### config.mk
export PLATFORM = sky130hd
export DESIGN_NAME = seg7_scan_driver
export DESIGN_NICKNAME = d
export VERILOG_FILES = /design/src/rtl/seg7_scan_driver.sv
export SDC_FILE = /design/constraint.sdc
export NUM_CORES = 1
export LEC_CHECK = 0
export BUFFER_PORTS_ARGS = -buffer_cell sky130_fd_sc_hd__buf_4
export CORE_MARGIN = 2
export CORE_UTILIZATION = 45
export DETAILED_ROUTE_END_ITERATION = 16
export HOLD_SLACK_MARGIN = 0.1
export SLEW_MARGIN = 20
export SYNTH_ARGS = -nofsm -noshare
export SYNTH_HDL_FRONTEND = slang
export SYNTH_SLANG_ARGS = --single-unit
### constraint.sdc
create_clock -name clk -period 3.1 [get_ports clk]
set_input_delay 0.155 -clock clk [delete_from_list [all_inputs] [get_ports clk]]
set_output_delay 0.155 -clock clk [all_outputs]
set_load 0.01 [all_outputs]
### src/rtl/seg7_scan_driver.sv
// ============================================================================
// Module      : seg7_scan_driver
// Description : Time-multiplexed seven-segment display driver. Scans
//               NUM_DIGITS digits, one per REFRESH_DIV-cycle slot. Each slot
//               starts with BLANK_CYCLES of all-anodes-off (anti-ghosting).
//               Loaded digit values go through a pending/active double buffer
//               that only swaps at a frame boundary, so a frame never tears.
// Optional    : define SEG7_LEADING_ZERO_BLANK_EN to blank leading zero
//               digits (digit 0 is always shown).
// Ports       : clk        - system clock
//               reset_n    - asynchronous active-low reset
//               enable     - scan run; low freezes the scan and darkens
//               load       - capture strobe for digits_in / dp_in
//               digits_in  - packed hex digits, digit i = [4i+3:4i]
//               dp_in      - decimal point per digit
//               seg        - segments, bit order gfedcba
//               dp         - decimal point
//               an         - digit enables, an[i] selects digit i
//               frame_done - one-cycle pulse after the frame wrap
// Revision    : 1.0 - initial release
// ============================================================================
`default_nettype none

module seg7_scan_driver #(
  parameter int NUM_DIGITS     = 4,
  parameter int REFRESH_DIV    = 50000,
  parameter int BLANK_CYCLES   = 16,
  parameter int ACTIVE_LOW_SEG = 1,
  parameter int ACTIVE_LOW_AN  = 1
) (
  input  logic                    clk,
  input  logic                    reset_n,
  input  logic                    enable,
  input  logic                    load,
  input  logic [4*NUM_DIGITS-1:0] digits_in,
  input  logic [NUM_DIGITS-1:0]   dp_in,
  output logic [6:0]              seg,
  output logic                    dp,
  output logic [NUM_DIGITS-1:0]   an,
  output logic                    frame_done
);

  localparam int PW = (REFRESH_DIV > 1) ? $clog2(REFRESH_DIV) : 1;
  localparam int IW = (NUM_DIGITS > 2) ? $clog2(NUM_DIGITS) : 1;

  localparam logic [PW-1:0] c_P_LAST   = PW'(REFRESH_DIV - 1);
  localparam logic [IW-1:0] c_IDX_LAST = IW'(NUM_DIGITS - 1);

  // Inactive output levels; XOR with these also applies the polarity.
  localparam logic [6:0]            c_SEG_OFF = (ACTIVE_LOW_SEG != 0) ? 7'h7F : 7'h00;
  localparam logic                  c_DP_OFF  = (ACTIVE_LOW_SEG != 0);
  localparam logic [NUM_DIGITS-1:0] c_AN_OFF  = (ACTIVE_LOW_AN != 0) ? '1 : '0;

  // --------------------------------------------------------------------------
  // State
  // --------------------------------------------------------------------------
  logic [PW-1:0]           p_q, p_d;
  logic [IW-1:0]           idx_q, idx_d;
  logic [4*NUM_DIGITS-1:0] pend_dig_q, pend_dig_d;
  logic [NUM_DIGITS-1:0]   pend_dp_q, pend_dp_d;
  logic                    pend_flag_q, pend_flag_d;
  logic [4*NUM_DIGITS-1:0] act_dig_q, act_dig_d;
  logic [NUM_DIGITS-1:0]   act_dp_q, act_dp_d;
  logic [6:0]              seg_q, seg_d;
  logic                    dp_q, dp_d;
  logic [NUM_DIGITS-1:0]   an_q, an_d;
  logic                    frame_done_q, frame_done_d;

  // --------------------------------------------------------------------------
  // Combinational helpers
  // --------------------------------------------------------------------------
  logic                  w_p_wrap;
  logic                  w_frame_wrap;
  logic                  w_blank;
  logic                  w_lz_blank;
  logic                  w_lit;
  logic [3:0]            w_dig;
  logic                  w_dp_bit;
  logic [NUM_DIGITS-1:0] w_sel;

  assign w_p_wrap     = (p_q == c_P_LAST);
  // Frame wrap only exists while scanning; a frozen scan never wraps.
  assign w_frame_wrap = enable && w_p_wrap && (idx_q == c_IDX_LAST);

  generate
    if (BLANK_CYCLES == 0) begin : g_no_blank
      assign w_blank = 1'b0;
    end else begin : g_blank
      assign w_blank = (p_q < PW'(BLANK_CYCLES));
    end
  endgenerate

`ifdef SEG7_LEADING_ZERO_BLANK_EN
  logic [NUM_DIGITS-1:0] w_lz_mask;
  logic                  w_lz_run;

  // Walk down from the top digit; the run of blanked digits ends at the
  // first nonzero value or set decimal point. Digit 0 is never blanked.
  always_comb begin
    w_lz_run  = 1'b1;
    w_lz_mask = '0;
    for (int i = NUM_DIGITS - 1; i >= 1; i--) begin
      w_lz_run     = w_lz_run && (act_dig_q[4*i +: 4] == 4'h0) && !act_dp_q[i];
      w_lz_mask[i] = w_lz_run;
    end
  end

  assign w_lz_blank = w_lz_mask[idx_q];
`else
  assign w_lz_blank = 1'b0;
`endif

  assign w_dig    = act_dig_q[{idx_q, 2'b00} +: 4];
  assign w_dp_bit = act_dp_q[idx_q];
  assign w_lit    = enable && !w_blank && !w_lz_blank;

  always_comb begin
    w_sel        = '0;
    w_sel[idx_q] = 1'b1;
  end

  function automatic logic [6:0] f_decode(input logic [3:0] v);
    logic [6:0] s;
    case (v)
      4'h0:    s = 7'h3F;
      4'h1:    s = 7'h06;
      4'h2:    s = 7'h5B;
      4'h3:    s = 7'h4F;
      4'h4:    s = 7'h66;
      4'h5:    s = 7'h6D;
      4'h6:    s = 7'h7D;
      4'h7:    s = 7'h07;
      4'h8:    s = 7'h7F;
      4'h9:    s = 7'h6F;
      4'hA:    s = 7'h77;
      4'hB:    s = 7'h7C;
      4'hC:    s = 7'h39;
      4'hD:    s = 7'h5E;
      4'hE:    s = 7'h79;
      default: s = 7'h71;
    endcase
    return s;
  endfunction

  // --------------------------------------------------------------------------
  // Prescaler and scan index
  // --------------------------------------------------------------------------
  always_comb begin
    p_d   = p_q;
    idx_d = idx_q;
    if (enable) begin
      if (w_p_wrap) begin
        p_d   = '0;
        idx_d = (idx_q == c_IDX_LAST) ? '0 : idx_q + 1'b1;
      end else begin
        p_d = p_q + 1'b1;
      end
    end
  end

  // --------------------------------------------------------------------------
  // Double buffer. A load on the wrap cycle bypasses pending so it shows in
  // the very next frame instead of one frame later.
  // --------------------------------------------------------------------------
  always_comb begin
    pend_dig_d  = pend_dig_q;
    pend_dp_d   = pend_dp_q;
    pend_flag_d = pend_flag_q;
    act_dig_d   = act_dig_q;
    act_dp_d    = act_dp_q;
    if (w_frame_wrap) begin
      if (load) begin
        act_dig_d   = digits_in;
        act_dp_d    = dp_in;
        pend_dig_d  = digits_in;
        pend_dp_d   = dp_in;
        pend_flag_d = 1'b0;
      end else if (pend_flag_q) begin
        act_dig_d   = pend_dig_q;
        act_dp_d    = pend_dp_q;
        pend_flag_d = 1'b0;
      end
    end else if (load) begin
      pend_dig_d  = digits_in;
      pend_dp_d   = dp_in;
      pend_flag_d = 1'b1;
    end
  end

  // --------------------------------------------------------------------------
  // Output stage: registered from the current (idx, p), one cycle behind.
  // Segments are also darkened while the anodes are off.
  // --------------------------------------------------------------------------
  always_comb begin
    seg_d        = c_SEG_OFF;
    dp_d         = c_DP_OFF;
    an_d         = c_AN_OFF;
    frame_done_d = w_frame_wrap;
    if (w_lit) begin
      seg_d = f_decode(w_dig) ^ c_SEG_OFF;
      dp_d  = w_dp_bit ^ c_DP_OFF;
      an_d  = w_sel ^ c_AN_OFF;
    end
  end

  always_ff @(posedge clk or negedge reset_n) begin
    if (!reset_n) begin
      p_q          <= '0;
      idx_q        <= '0;
      pend_dig_q   <= '0;
      pend_dp_q    <= '0;
      pend_flag_q  <= 1'b0;
      act_dig_q    <= '0;
      act_dp_q     <= '0;
      seg_q        <= c_SEG_OFF;
      dp_q         <= c_DP_OFF;
      an_q         <= c_AN_OFF;
      frame_done_q <= 1'b0;
    end else begin
      p_q          <= p_d;
      idx_q        <= idx_d;
      pend_dig_q   <= pend_dig_d;
      pend_dp_q    <= pend_dp_d;
      pend_flag_q  <= pend_flag_d;
      act_dig_q    <= act_dig_d;
      act_dp_q     <= act_dp_d;
      seg_q        <= seg_d;
      dp_q         <= dp_d;
      an_q         <= an_d;
      frame_done_q <= frame_done_d;
    end
  end

  assign seg        = seg_q;
  assign dp         = dp_q;
  assign an         = an_q;
  assign frame_done = frame_done_q;

endmodule

`default_nettype wire

**Word-level counts from Yosys, hierarchy flattened**

Memory sizes are Yosys's and may differ from the RTL's.
Index checks and enable logic that the tools add are counted.

- Bitwise gates (word level): 3
- Multiplexer cells: 16
- Reduce and logical (&&, ||, !) cells: 9
- Shifts and indexed selects: 1
- Equal/unequal tests: 2
- $lt $le $gt $ge: 3
- $add $sub $neg: 2

Operators with widths:

| operator | number |
|---|---|
| $mux 16 | 3 |
| $add 16x1->16 const B | 1 |
| $eq 16x16->1 const B | 1 |
| $lt 16x5->1 const B | 1 |
| $shiftx 16x5->4 | 1 |
| $mux 7 | 2 |
| $mux 4 | 3 |
| $not 7->7 | 1 |
| $mux 1 | 5 |
| $logic_and 1x1->1 | 4 |
| $not 4->4 | 1 |
| $reduce_and 2->1 | 2 |
| $reduce_bool 2->1 | 2 |
| $lt 2x3->1 const B | 1 |
| $add 2x1->2 const B | 1 |
| $bmux 1 s2 | 1 |
| $demux 1 s2 | 1 |
| $eq 2x2->1 const B | 1 |
| $ge 2x1->1 const B | 1 |
| $mux 2 | 1 |
| $logic_not 1->1 | 1 |
| $not 1->1 | 1 |

- Output and inout port bits: 13
- Input port bits: 24
- Memories: 1
- ROM bits: 112
- Flip-flop bits (word level): 72

Memories:

| name | depth | bits a word | read ports | clocked after Yosys merged registers in | write ports | RTL line | source |
|---|---|---|---|---|---|---|---|
| (no name shown) | 16 | 7 | 1 | 0 | 0 | 124 | `case (v)` |

**Longest topological paths before layout**

- Word-level depth: 6
- Depth in mapped cells: 8
- Gate-level depth less buffers: 7

**Worst setup path before layout**

No wires, ideal clock.

- Path type: register -> register
- From: register idx_q[0]
- To: register seg_q[3], in the netlist seg[3]
- Required time: 3019 ps
- Library setup time: 81 ps
- Data arrival time: 1719 ps
- Period minus slack after synthesis: 1800 ps
- Setup slack: 1300 ps
- Stages on the path, launching flop included: 8
- Cell sequence: dfrtp_1 buf_2 mux4_2 inv_1 ha_1 nand2_1 o211ai_1 o211ai_1

- Cells in the longest elaborated chain, start to end: 5

RTL lines:

| element | RTL line | source |
|---|---|---|
| from (decl) | 58 | `logic [IW-1:0] idx_q, idx_d;` |
| from (signal assigned) | 221 | `idx_q <= idx_d;` |
| $shiftx 16x5->4 | 113 | `assign w_dig = act_dig_q[{idx_q, 2'b00} +: 4];` |
| $mem_v2 16x7 | - |  |
| $mux 7 | 199 | `if (w_lit) begin` |
| $not 7->7 (no line) | - |  |
| $mux 7 | 199 |  |
| named net seg_d[3] | 64 | `logic [6:0] seg_q, seg_d;` |
| to (signal assigned) | 215 | `seg_q <= c_SEG_OFF;` |
| to (signal assigned) | 227 | `seg_q <= seg_d;` |
| to (decl) | 64 |  |

The timed path passes the listed nets, and every way through them passes these cells. The select of a mux whose other input is x is not followed.
A chain may end at the register's enable or synchronous reset.

**Worst setup path after layout**

- From: register idx_q[0]
- To: register seg_q[0], in the netlist seg[0]

Same word-level chain as after synthesis.

==> qor.csv <==
metric,value,unit
outcome,completed,
power.share.sequential,52.0,%
synthCells,254,
dr_total_vias,2108,
synth_nets,289,
power_density,493,nW/um^2
dr_wl_met3,236,um
num_antenna_cells,0,
grt_pass1_vias,2208,
power.share.switching,25.4,%
clk_pin_slew,0.08,ns
grt_pass1_wl,10800,um
path_max_fanout,8,
cts_tree,done,
die_w,90.0,um
synth-xor-area-share,4.21,%
routed.top_layer,met4,
avgSynthCellArea,13.1,um^2
synth_top_area_cell,dfrtp_1,
ios,37,
clk_path_buf_depth,2,
hp-class,in -> reg,
rsz0062_at_grt,false,
yosysMostFrequentCell,dfrtp_1,
synth.area.mux_share,20.3,%
ys_seq_area_share,54.6,%
coreArea,7210,um^2
synth_edf_count,0,
grt_max_degree,73,
core.rowCount,31,
pwr-share-clk,37.5,%
io_buffers,36,
post-route-min-period,2.09,ns
maxCapViolCount,0,
slew_headroom,41.5,%
p_sw,0.000515,W
timing.final.crit_share,67.5,%
skew,0.00683,ns
finalWirelength,6030,um
yosys.area_share.simple,9.74,%
syn2layout_area_growth,23.6,%
endpoint_kind,flip-flop,
final_hold_viol_count,0,
fill_cells,636,
postCtsSetupBuffers,0,
first_pass_iters,4,
synth_area_leaders,"dfrtp_1, mux2_2, dfstp_2",
yosys-top-cells-count,"dfrtp_1, mux2_2, nand2_1",
internal_power,0.00151,W
hold_depth,2,
synth_compound_area_share,3.99,%
criticalPathCategory,reg -> reg,
synthAdderAreaFrac,4.14,%
synth_ff_type,dfrtp_1,
syn_area,3330,um^2
cts_num_sinks,72,
cp-start-kind,flip-flop,
die_area,8100,um^2
synth_warnings,0,
final_nets,351,
synthDistinctLibCells,35,
peakVddDrop,0.000256,V
cts-htree-levels,3,
drt-initial-drc-count,58,
cts_buffers,9,
reg2reg_depth,5,
synth_top_family_by_area,multiplexers,
worst_pin_slew,0.877,ns
synth_top_area_share,45.1,%
place.gp.congestion,0.847,
setup_tns,0,ns
wl_met2,2620,um
die_h,90.0,um
grt_use_total,16.9,%
grt_overflow,0,
drc,0,
clock-root-buffer,clkbuf_8,
wire_per_inst,14.4,um
setup_viol,0,
leakage,1.85,nW
clock_latency,0.35,ns
crit_required,3.35,ns
async_reset_ff_share,100,%
post_cts_resized,0,
drive_gt1_share,35.8,%
pwr-share-comb,10.4,%
drt-met1-wl,3080,um
clock.fmax,478,MHz
initial_utilization,46.1,%
fin_util,57.0,%
grt_antenna_before_repair,0,
postCtsHoldBufs,22,
dpl.hpwl,3900,um
via_per_inst,5.02,
arrival,2.34,ns
ant_nets,0,
ys_ff_latch,72,
slew_viol_final,0,
through the flow:
step,std cells,cell area (um^2),total power [W],hold WS [ns],setup slack [ns]
2_1_floorplan,254,3330,0.00118,-0.141,1.30
3_3_place_gp,382,3690,0.00126,0.344,0.987
3_5_place_dp,382,3690,0.00126,0.342,1.02
4_1_cts,420,4110,0.00205,0.304,0.980
5_1_grt,420,4110,0.00214,0.331,0.836
6_report,420,4110,0.00203,0.315,1.01
final timing paths:
kind                              from             to  slack, ns
max                           idx_q[0]         seg[0]       1.01
min in group asynchronous      reset_n   pend_dp_q[0]       0.47
max reg2reg                   idx_q[0]         seg[0]       1.01
min reg2reg                act_dp_q[0]    act_dp_q[0]       0.49
min                               load  pend_dig_q[1]       0.31
max in group asynchronous      reset_n   act_dig_q[7]       2.07
power by group through the flow:
| stage | clock network (W) | logic, W | registers (W) |
|---|---|---|---|
| 4_1_cts | 0.000783 | 0.000215 | 0.00105 |
| 5_1_grt | 0.000830 | 0.000240 | 0.00107 |
| 2_1_floorplan | 0 | 0.000116 | 0.00106 |
| 3_5_place_dp | 0 | 0.000192 | 0.00107 |
| 3_3_place_gp | 0 | 0.000190 | 0.00107 |
| 6_report | 0.000761 | 0.000211 | 0.00105 |
cell type report:
cell class                      instances  area [um^2]  share of cell area [%]
Sequential cell                        72         1820                    44.2
Multi-Input combinational cell        161         1410                    34.3
Timing Repair Buffer                   61          513                    12.5
Clock buffer                           10          138                    3.35
Tap cell                               99          124                    3.01
Clock inverter                          6         67.6                    1.64
Inverter                               11         41.3                    1.00
metal layers:
| metal | GRT usage, % | vias to the layer above |
|---|---|---|
| li1 | - | 1023 |
| met1 | 24.9 | 1039 |
| met2 | 24.2 | 38 |
| met3 | 3.44 | 8 |
| met4 | 7.44 | 0 |
| met5 | 0 | - |
cells by family (layout without fill, tap and decap cells):
family / count (synthesis) / count (layout)
flip-flops: 72 / 72
AND/OR/NAND/NOR: 60 / 60
multiplexers: 56 / 56
buffers and inverters: 21 / 88
AO/OA/AOI/OAI: 18 / 18
XOR/XNOR: 16 / 16
adder cells (fa/ha/maj): 11 / 11
registers in the layout, summed over array words and instances (netlist names):
register,count
pend_dig_q,16
p_q,16
pend_flag_q,1
act_dp_q,4
idx_q,2
dp,1
an,4
pend_dp_q,4
seg,7
act_dig_q,16
frame_done,1
cells in the final DEF (no fill, tap or decap), types with 2 or more instances in the layout:
cell type / n
mux2i_1: 8
o211ai_1: 3
mux4_2: 5
a21oi_1: 4
dlygate4sd3_1: 22
xnor2_1: 9
mux2_2: 38
xor2_1: 7
nand2_1: 18
dfrtp_1: 60
nand2b_1: 2
and2_1: 2
clkinvlp_4: 2
nand3_1: 5
inv_1: 11
mux2_1: 5
nand4_1: 3
and3_1: 2
nor4_1: 6
nor3_1: 4
nor2_1: 14
ha_1: 11
buf_4: 39
o221ai_1: 4
a31o_2: 2
dfstp_2: 12
clkbuf_8: 10
worst max-delay path, stage by stage, from the launching register on:
cell     delay (ns)
dfrtp_1        0.60
mux4_2         0.66
inv_1          0.14
ha_1           0.27
nor2_1         0.07
o31ai_1        0.25
(Power assumes the default switching activity.)
